[src/rtl/tmds_if.sv]
// Pixel-side bus of the DVI TMDS channel encoder.
// The master drives one pixel component, the control bits and the blanking flag
// every pixel clock. The slave returns the 10-bit symbol and the aligned blank flag.
interface tmds_if;
   logic [7:0] data_in;
   logic       c0;
   logic       c1;
   logic       blank_in;
   logic [9:0] tmds_out;
   logic       blank_out;

   modport master (
      output data_in, c0, c1, blank_in,
      input  tmds_out, blank_out
   );

   modport slave (
      input  data_in, c0, c1, blank_in,
      output tmds_out, blank_out
   );
endinterface

[src/rtl/tmds_encoder.sv]
// DVI 1.0 TMDS 8b/10b channel encoder. It is a two-stage pipeline with one symbol per clock.
// Stage 1 minimises transitions and produces q_m.
// Stage 2 balances DC through a running disparity counter, or emits a control code during blanking.
module tmds_encoder (
   input  logic  clk,
   input  logic  rst_n,
   tmds_if.slave bus
);

   function automatic logic [3:0] popcount8(input logic [7:0] v);
      logic [3:0] n;
      n = '0;
      for (int i = 0; i < 8; i++) n = n + {3'b000, v[i]};
      return n;
   endfunction

   // Transition-minimising chain. Bit 8 records which mode was chosen (1 = XOR).
   function automatic logic [8:0] encode_qm(input logic [7:0] d);
      logic [3:0] n1;
      logic       use_xnor;
      logic [8:0] qm;
      n1       = popcount8(d);
      use_xnor = (n1 > 4'd4) || ((n1 == 4'd4) && !d[0]);
      qm       = '0;
      qm[0]    = d[0];
      for (int i = 1; i < 8; i++)
         qm[i] = use_xnor ? ~(qm[i-1] ^ d[i]) : (qm[i-1] ^ d[i]);
      qm[8]    = ~use_xnor;
      return qm;
   endfunction

   function automatic logic [9:0] ctrl_code(input logic [1:0] c);
      logic [9:0] code;
      case (c)
         2'b00:   code = 10'h354;
         2'b01:   code = 10'h0AB;
         2'b10:   code = 10'h154;
         default: code = 10'h2AB;
      endcase
      return code;
   endfunction

   // The disparity stays within +/-10 by construction. The clamp only guarantees
   // that an unexpected sum can never wrap the 5-bit counter.
   function automatic logic signed [4:0] fit_disparity(input logic signed [6:0] s);
      logic signed [4:0] r;
      if (s > 7'sd10)       r = 5'sd10;
      else if (s < -7'sd10) r = -5'sd10;
      else                  r = s[4:0];
      return r;
   endfunction

   logic [8:0]        q_m_p1;
   logic              blank_p1;
   logic              c0_p1;
   logic              c1_p1;

   logic [9:0]        tmds_p2;
   logic              blank_p2;
   logic signed [4:0] cnt_p2;

   logic [9:0]        sym_nxt;
   logic signed [4:0] cnt_nxt;

   // Stage 1: register q_m with the blanking and control bits that travel alongside it.
   always_ff @(posedge clk or negedge rst_n) begin
      if (!rst_n) begin
         q_m_p1   <= '0;
         blank_p1 <= 1'b1;
         c0_p1    <= 1'b0;
         c1_p1    <= 1'b0;
      end else begin
         q_m_p1   <= encode_qm(bus.data_in);
         blank_p1 <= bus.blank_in;
         c0_p1    <= bus.c0;
         c1_p1    <= bus.c1;
      end
   end

   // Stage 2 decision: choose the symbol polarity from the disparity and update it in 7-bit signed arithmetic.
   always_comb begin
      logic [3:0]        n1q;
      logic signed [6:0] diff;
      logic signed [6:0] cnt_ext;
      logic signed [6:0] two_q8;
      logic              q8;
      logic              balanced;
      logic              invert;
      q8       = q_m_p1[8];
      n1q      = popcount8(q_m_p1[7:0]);
      diff     = signed'({2'b00, n1q, 1'b0}) - 7'sd8;
      cnt_ext  = {{2{cnt_p2[4]}}, cnt_p2};
      two_q8   = q8 ? 7'sd2 : 7'sd0;
      balanced = (cnt_p2 == 5'sd0) || (n1q == 4'd4);
      invert   = ((cnt_p2 > 5'sd0) && (n1q > 4'd4)) ||
                 ((cnt_p2 < 5'sd0) && (n1q < 4'd4));
      sym_nxt  = ctrl_code({c1_p1, c0_p1});
      cnt_nxt  = '0;
      if (!blank_p1) begin
         if (balanced) begin
            sym_nxt = {~q8, q8, (q8 ? q_m_p1[7:0] : ~q_m_p1[7:0])};
            cnt_nxt = fit_disparity(cnt_ext + (q8 ? diff : -diff));
         end else if (invert) begin
            sym_nxt = {1'b1, q8, ~q_m_p1[7:0]};
            cnt_nxt = fit_disparity(cnt_ext + two_q8 - diff);
         end else begin
            sym_nxt = {1'b0, q8, q_m_p1[7:0]};
            cnt_nxt = fit_disparity(cnt_ext + diff - (q8 ? 7'sd0 : 7'sd2));
         end
      end
   end

   // Stage 2: register the symbol, the aligned blank flag and the running disparity.
   always_ff @(posedge clk or negedge rst_n) begin
      if (!rst_n) begin
         tmds_p2  <= 10'h354;
         blank_p2 <= 1'b1;
         cnt_p2   <= '0;
      end else begin
         tmds_p2  <= sym_nxt;
         blank_p2 <= blank_p1;
         cnt_p2   <= cnt_nxt;
      end
   end

   assign bus.tmds_out  = tmds_p2;
   assign bus.blank_out = blank_p2;

endmodule
[src/flat_wrapper.sv]
// flat-port wrapper written by rule: the top's interface ports become plain ports
module tmds_encoder_flat 
  (clk, rst_n, bus_data_in, bus_c0, bus_c1, bus_blank_in, bus_tmds_out, bus_blank_out);
  tmds_if bus_i ();
  input  logic clk;
  input  logic rst_n;
  input wire logic [$bits(bus_i.data_in)-1:0] bus_data_in;
  input wire logic [$bits(bus_i.c0)-1:0] bus_c0;
  input wire logic [$bits(bus_i.c1)-1:0] bus_c1;
  input wire logic [$bits(bus_i.blank_in)-1:0] bus_blank_in;
  output wire logic [$bits(bus_i.tmds_out)-1:0] bus_tmds_out;
  output wire logic [$bits(bus_i.blank_out)-1:0] bus_blank_out;
  assign bus_i.data_in = bus_data_in;
  assign bus_i.c0 = bus_c0;
  assign bus_i.c1 = bus_c1;
  assign bus_i.blank_in = bus_blank_in;
  assign bus_tmds_out = bus_i.tmds_out;
  assign bus_blank_out = bus_i.blank_out;
  tmds_encoder u_core (.clk(clk), .rst_n(rst_n), .bus(bus_i));
endmodule
[config.mk]
export PLATFORM = sky130hd
export DESIGN_NAME = tmds_encoder_flat
export DESIGN_NICKNAME = d
export VERILOG_FILES = /design/src/rtl/tmds_if.sv /design/src/rtl/tmds_encoder.sv /design/src/flat_wrapper.sv
export SDC_FILE = /design/constraint.sdc
export NUM_CORES = 1
export LEC_CHECK = 0
export CORE_AREA = 3 3 76 78
export DETAILED_ROUTE_END_ITERATION = 16
export DIE_AREA = 0 0 79 81
export PLACE_DENSITY = 0.82
export RECOVER_POWER = 25
export SLEW_MARGIN = 10
export SYNTH_ARGS = -nofsm -noshare
export SYNTH_HDL_FRONTEND = slang
export SYNTH_SLANG_ARGS = --single-unit
[constraint.sdc]
create_clock -name clk -period 6.9 [get_ports clk]
set_input_delay 1.38 -clock clk [delete_from_list [all_inputs] [get_ports clk]]
set_output_delay 1.38 -clock clk [all_outputs]
set_load 0.01 [all_outputs]
==> results list, run 1 <==
- Worst endpoint data arrival time: 6030 ps
* Post-Place Worst Slack: 1210 ps
- Clock skew on the completed layout was measured at 10.0 ps.
- Proportion of register bits with asynchronous set or reset after synthesis: 100%
- Initial standard-cell utilization of the core: 55.3%
- Commonest non-fill, non-tap cells in the layout: inv_1, ha_1, a21oi_1, xnor2_1, dfrtp_1
- Final worst setup slack: 1100 ps
- During placement, the flow inserted port buffers numbering 23.
* Overall overflow remaining after global route: 0
- Count of mapped cells out of synthesis: 306
- For this run, the register share of the synthesized area comes to 24.1%.
* Global-route wire length before repair: 9680 um
* Routed wire length: 5920 um
* Number of buffers added to fix hold violations after cts: 0
- STA classifies the critical path endpoint as a flip-flop.
- Placeable core region: 5140 um2
- Synth-to-Final Area Change: 11.7%
- Post-detailed-placement half-perimeter wirelength: 4760 um
* Die height: 81 um
* Total routing usage reported by global routing: 18.9%
- Hold Vio Cnt, Final: 0
- Total DRC errors in the routed layout: 0
* Pin count of the biggest net entering global routing: 28
- Clk Latency, worst-skew pair: 280 ps
* Prevailing post-synth register cell: dfrtp_1
- Cell chain of the critical path: ha_1 > inv_1 > fa_1 > fa_1 > fa_1 > fa_1 > xnor2_2 > inv_1 > ha_1 > ha_1 > ha_1 > nor3_1 > nor4_1 > o32ai_1 > o21ai_1 > a221oi_1 > a211o_1
- Critical path's top delay family: adder cells
* Flip-flop and latch count after synthesis: 27
* Most common library cell in the layout ignoring fill and taps: inv_1
* Ant diodes: 0
* Summed area of non-filler cells in the final layout: 3170 um2
* Global placement routability congestion: 0.933
- Worst-path maximum fanout: 9
* I/O pin total: 24
- Total standard cell area after synthesis: 2840 um2
- Summed negative setup slack over all endpoints: 0 ps
- The synthesized design contains 0 enable-type register cells.
- Critical path launch point type: flip-flop
- Once detail routing completed, the nets flagged for antenna violations numbered 0.
- Counting both buffers and inverters, the worst setup path holds a total of 2.
- Total clock buffers created by CTS: 3
* Count of clock tree sinks: 27
* Max Fclk: 0.172 GHz
* Max clock buf depth: 2
- Largest incremental delay on the critical path: 520 ps
* Clock root buffer: clkbuf_8
- Final Slew Violations: 0
* Mean area per synthesized cell: 9.29 um2
* Setup repair after global routing missed its margin: no
- Slew at the pin closest to its max-slew limit: 1400 ps
- By startpoint and endpoint, the worst setup path is classified as reg2reg.
- Outcome: finished, final reports clean
* TritonRoute pass-1 iters: 9
* Count of standard-cell rows: 26
* Final min period: 5800 ps
- Endpoints failing setup: 0
* Max capacitance violation total: 0
- Post-CTS setup buffers: 0
* Routed WL per cell: 14.9 um
- Clock-pin slew was measured on the worst setup and hold paths at 100 ps.
- Worst Hold Class: reg2reg
* Overall die width: 79 um
- Ratio of final minimum period to clock period: 84.1%
* Vias per cell: 5.61
- The worst pin sits at a relative slew slack of 6.67%.
- Post-cts sizing count: 0
* Vias in the first global route: 2192
- Die outline area: 6400 um2
- Starting DRT DRC Count: 122
- Warnings, synthesis: 0
- Fraction of final layout cells sized beyond drive strength 1: 5.49%
- Via total after detailed routing: 2233
- Synthesized netlist net count: 370
- The net count of the finished layout is 393.
- CP required: 7130 ps
- The slowest stage of the critical path is the fa_1 cell.
- Number of H-tree levels: 1
- Summing all placed instances gives a cell area of 3130 um2.
* Number of antenna violations at the first check in global routing: 0
* CTS tree: yes
- The number of different library cells used by synthesis comes to 46.
## per-stage QoR
stage | hold WS [ps] | std cells | utilization (%)
after detailed placement | 416 | 394 | 60.9
after global routing | 499 | 398 | 61.7
final | 481 | 398 | 61.7
after floorplan | 378 | 306 | -
after CTS | 424 | 398 | 61.8
after global placement | 409 | 394 | 60.9
## cells by family after synthesis
family                   Yosys count  synth area share (%)
AO/OA/AOI/OAI                     69                  16.3
XOR/XNOR                          34                  11.3
adder cells (fa/ha/maj)           51                  25.9
buffers and inverters             48                  6.91
flip-flops                        27                  24.1
multiplexers                       7                  2.47
AND/OR/NAND/NOR                   70                  13.0
## worst register-to-register path: stages, from the launching register on
cell and delay, ps:
dfrtp_1 400, ha_1 290, inv_1 70, fa_1 440, fa_1 520, fa_1 480
fa_1 440, xnor2_2 430, inv_1 90, ha_1 260, ha_1 340, ha_1 420
nor3_1 440, nor4_1 100, o32ai_1 390, o21ai_1 160, a221oi_1 350, a211o_1 140
## synth_stat cells (all sizes together) (5+ instances only)
library cell	number	area, um2
inv	42	158
ha	38	475
dfstp	7	184
xor2	8	70.1
fa	13	260
nor2	16	60.1
o21a	5	37.5
nand2	8	30.0
or3	5	31.3
xnor2	26	250
nor3	10	55.1
a21oi	24	120
nand2b	9	56.3
dfrtp	20	500
o21ai	11	58.8
nor2b	5	31.3
mux2i	7	70.1
## registers in the layout, summed over array words and instances, names as in the netlist
| signal | cells |
|---|---|
| u_core.q_m_p1 | 9 |
| u_core.bus.blank_out | 1 |
| u_core.bus.tmds_out | 10 |
| u_core.c1_p1 | 1 |
| u_core.cnt_p2 | 4 |
| u_core.blank_p1 | 1 |
| u_core.c0_p1 | 1 |
## path summary, 6_finish.rpt
kind                                   from  depth (start not counted)  slack [ps]              endpoint
max                        u_core.q_m_p1[0]                         17        1100      u_core.cnt_p2[2]
min                         u_core.blank_p1                          0         480  u_core.bus.blank_out
max reg2reg                u_core.q_m_p1[0]                         17        1100      u_core.cnt_p2[2]
min reg2reg                 u_core.blank_p1                          0         480  u_core.bus.blank_out
max in group asynchronous             rst_n                          2        4130      u_core.q_m_p1[5]
min in group asynchronous             rst_n                          2        1940      u_core.cnt_p2[2]
## per-layer routing
layer	wire [um]	global-route usage, %	up-vias
met5	0	0	-
met4	117	6.19	0
met3	196	1.88	13
met2	2990	33.9	57
met1	2620	23.8	1083
li1	-	-	1080
## area by class of cell
cell class	count	area [um2]
Clock buffer	3	41.3
Clock inverter	1	7.51
Fill cell	465	1970
Inverter	42	158
Multi-Input combinational cell	231	1960
Sequential cell	27	684
Tap cell	70	87.6
Timing Repair Buffer	24	234
Power of run 1 is not shown: default switching activity piles up to over one toggle a cycle in this logic, so the estimate is an artifact.
==> run 2: changes to the inputs <==
--- a/config.mk
+++ b/config.mk
@@ -5,9 +5,9 @@
 export SDC_FILE = /design/constraint.sdc
 export NUM_CORES = 1
 export LEC_CHECK = 0
-export CORE_AREA = 3 3 76 78
+export CORE_AREA = 3 3 78 80
 export DETAILED_ROUTE_END_ITERATION = 16
-export DIE_AREA = 0 0 79 81
+export DIE_AREA = 0 0 81 83
 export PLACE_DENSITY = 0.82
 export RECOVER_POWER = 25
 export SLEW_MARGIN = 10
==> constraint.sdc (replaced) <==
create_clock -name clk -period 4.9 [get_ports clk]
set_input_delay 0.98 -clock clk [delete_from_list [all_inputs] [get_ports clk]]
set_output_delay 0.98 -clock clk [all_outputs]
set_load 0.01 [all_outputs]
==> run 2 against run 1 <==
Compared with the run above:
- the run now ends with negative setup slack left
- routed wire length is 26% higher
- core utilization is 9.2 points higher
- largest cell class unchanged
- clock skew is 7.2 ps lower
- highest routed layer unchanged
==> results list, run 2 (synthesis results as in run 1) <==
- The run finished, with violations left.
- The final reports fail on negative setup slack.
- For this run, the slowest stage of the critical path takes 550 ps.
* Cell chain of the critical path: ha_1 > inv_2 > fa_1 > fa_1 > fa_2 > fa_2 > buf_12 > ha_4 > inv_1 > ha_2 > nand2b_4 > a21oi_2 > mux2i_1 > nand4_1 > nand2b_4 > a211oi_2 > nor4_2
- After clock tree synthesis, the clock-pin slew on the worst setup and hold paths is 100 ps.
* Hold Vio Cnt, Final: 0
- Most common library cell in the layout ignoring fill and taps: buf_4
* Total routing usage reported by global routing: 21.4%
- Global routing met1 resource utilization: 25.2%
- Worst-path maximum fanout: 4
- Number of buffers added to fix hold violations after cts: 0
- STA classifies the critical path endpoint as a flip-flop.
* R2R depth: 17
* Number of gates on the worst path with buffers counted: 17
- Routed wire length: 7450 um
* Count of standard-cell rows: 27
- Utilization after layout: 70.9%
- In this run the number of H-tree levels came out at 1.
- GR Util met3: 3.90%
* M2 GR Usage: 38.1%
- Critical path launch point type: flip-flop
- The slowest stage of the critical path is the fa_2 cell.
- Across the run, the number of max-cap violations was 0.
- After layout, the worst path uses 101% of the clock period.
- For the worst-skew pair, the clock arrives at the later sink with an insertion delay of 290 ps.
- Via total after detailed routing: 2520
* Post-Place Worst Slack: -146 ps
* GRT busiest layer: met2
- Commonest non-fill, non-tap cells in the layout: buf_4, inv_1, ha_1, clkdlybuf4s50_1, xnor2_1
* Starting DRT DRC Count: 142
* Vias per cell: 5.66
- Die outline area: 6720 um2
* Classification of the worst setup path: reg2reg
- Headroom to the max-slew limit came out at 56.5%.
* Global placement routability congestion: 1.02
* Routed WL per cell: 16.7 um
* # nets final: 438
- Setup repair after global routing missed its margin: yes
- Initial standard-cell utilization of the core: 51.9%
- Total DRC errors in the routed layout: 0
- Worst reg2reg setup slack: -70 ps
- The number of global-route vias before repair was 2576.
* Final setup skew: 2.84 ps
* Endpoints failing setup: 4
- Final worst setup slack: -70.9 ps
* Final min period: 4970 ps
- Placeable core region: 5470 um2
- At the pin with the least slew margin, the transition time is 647 ps.
* Synth-to-Final Area Change: 36.6%
- I/O Buffers: 23
- The first global-routing pass estimated 11600 um of wire.
* Number of flip-flops in the largest register: 10
- TritonCTS built the clock tree.
- Post-detailed-placement half-perimeter wirelength: 5230 um
* Antenna Nets Post-Route: 0
- Number of stages on the worst hold path: 0
- Max clock buf depth: 2
- On the critical path the largest part of the delay comes from adder cells.
- Fraction of final layout cells sized beyond drive strength 1: 31.9%
- Ant diodes: 0
* Clock root buffer: clkbuf_8
- Placed Cells incl. Taps: 427
- I/O pin total: 24
- The min-delay analysis places its worst path in the category reg2reg.
- Die height: 83 um
* Final Slew Violations: 0
* TritonRoute pass-1 iters: 4
- Critical path buffers and inverters: 3
* CP required: 5080 ps
* Number of antenna violations at the first check in global routing: 0
- The total overflow left after global routing is 0.
- Clock tree synthesis inserted a total of 3 buffers.
- Derived from the worst setup path, the maximum achievable clock frequency is 0.201 GHz.
* Non-filler cells, final: 445
* Pin count of the biggest net entering global routing: 28
- Overall die width: 81 um
- Count of clock tree sinks: 27
- Worst endpoint data arrival time: 5150 ps
[run 2: final cells by class]
class                   count  area [um2]
clock inverters             1        7.51
multi-input cells         231        2300
well taps                  72        90.1
clock buffers               3        41.3
fillers                   383        1590
repair buffers             69         596
flip-flops and latches     27         684
inverters                  42         160
[run 2: repair_timing]
action                                  CTS  global route
buffers inserted                          5             9
pin swaps                                10            16
gates resized for setup                  20            42
endpoints found under the setup margin    3             4
[run 2: per-layer routing]
metal / share of wire [%] / wire length [um]
met5: 0 / 0
met4: 2.6 / 193
met3: 4.1 / 309
met2: 53 / 3950
met1: 40 / 3000
[run 2: path summary, 6_finish.rpt]
path	end	from
worst max register to register	u_core.cnt_p2[3]	u_core.q_m_p1[1]
min in group asynchronous	u_core.bus.tmds_out[7]	rst_n
worst min register to register	u_core.bus.blank_out	u_core.blank_p1
worst min-delay path	u_core.bus.blank_out	u_core.blank_p1
worst max-delay path	u_core.cnt_p2[3]	u_core.q_m_p1[1]
max in group asynchronous	u_core.blank_p1	rst_n
[run 2: stage by stage]
step	cell area [um2]	setup TNS [ps]	hold slack, ps
floorplan	2870	0	378
global placement	3400	0	397
detailed placement	3400	-365	399
CTS	3580	0	415
global route	3880	-819	437
finish	3880	-159	430
Power of run 2 is left out for the same reason.
==> run 3: changes to the inputs <==
--- a/config.mk
+++ b/config.mk
@@ -9,7 +9,7 @@
 export DETAILED_ROUTE_END_ITERATION = 16
 export DIE_AREA = 0 0 81 83
 export PLACE_DENSITY = 0.82
-export RECOVER_POWER = 25
+export RECOVER_POWER = 50
 export SLEW_MARGIN = 10
 export SYNTH_ARGS = -nofsm -noshare
 export SYNTH_HDL_FRONTEND = slang
==> results of run 3 <==
Same layout as run 2: the final DEF is identical, and so are final timing and power.
Power of run 3 is left out for the same reason.
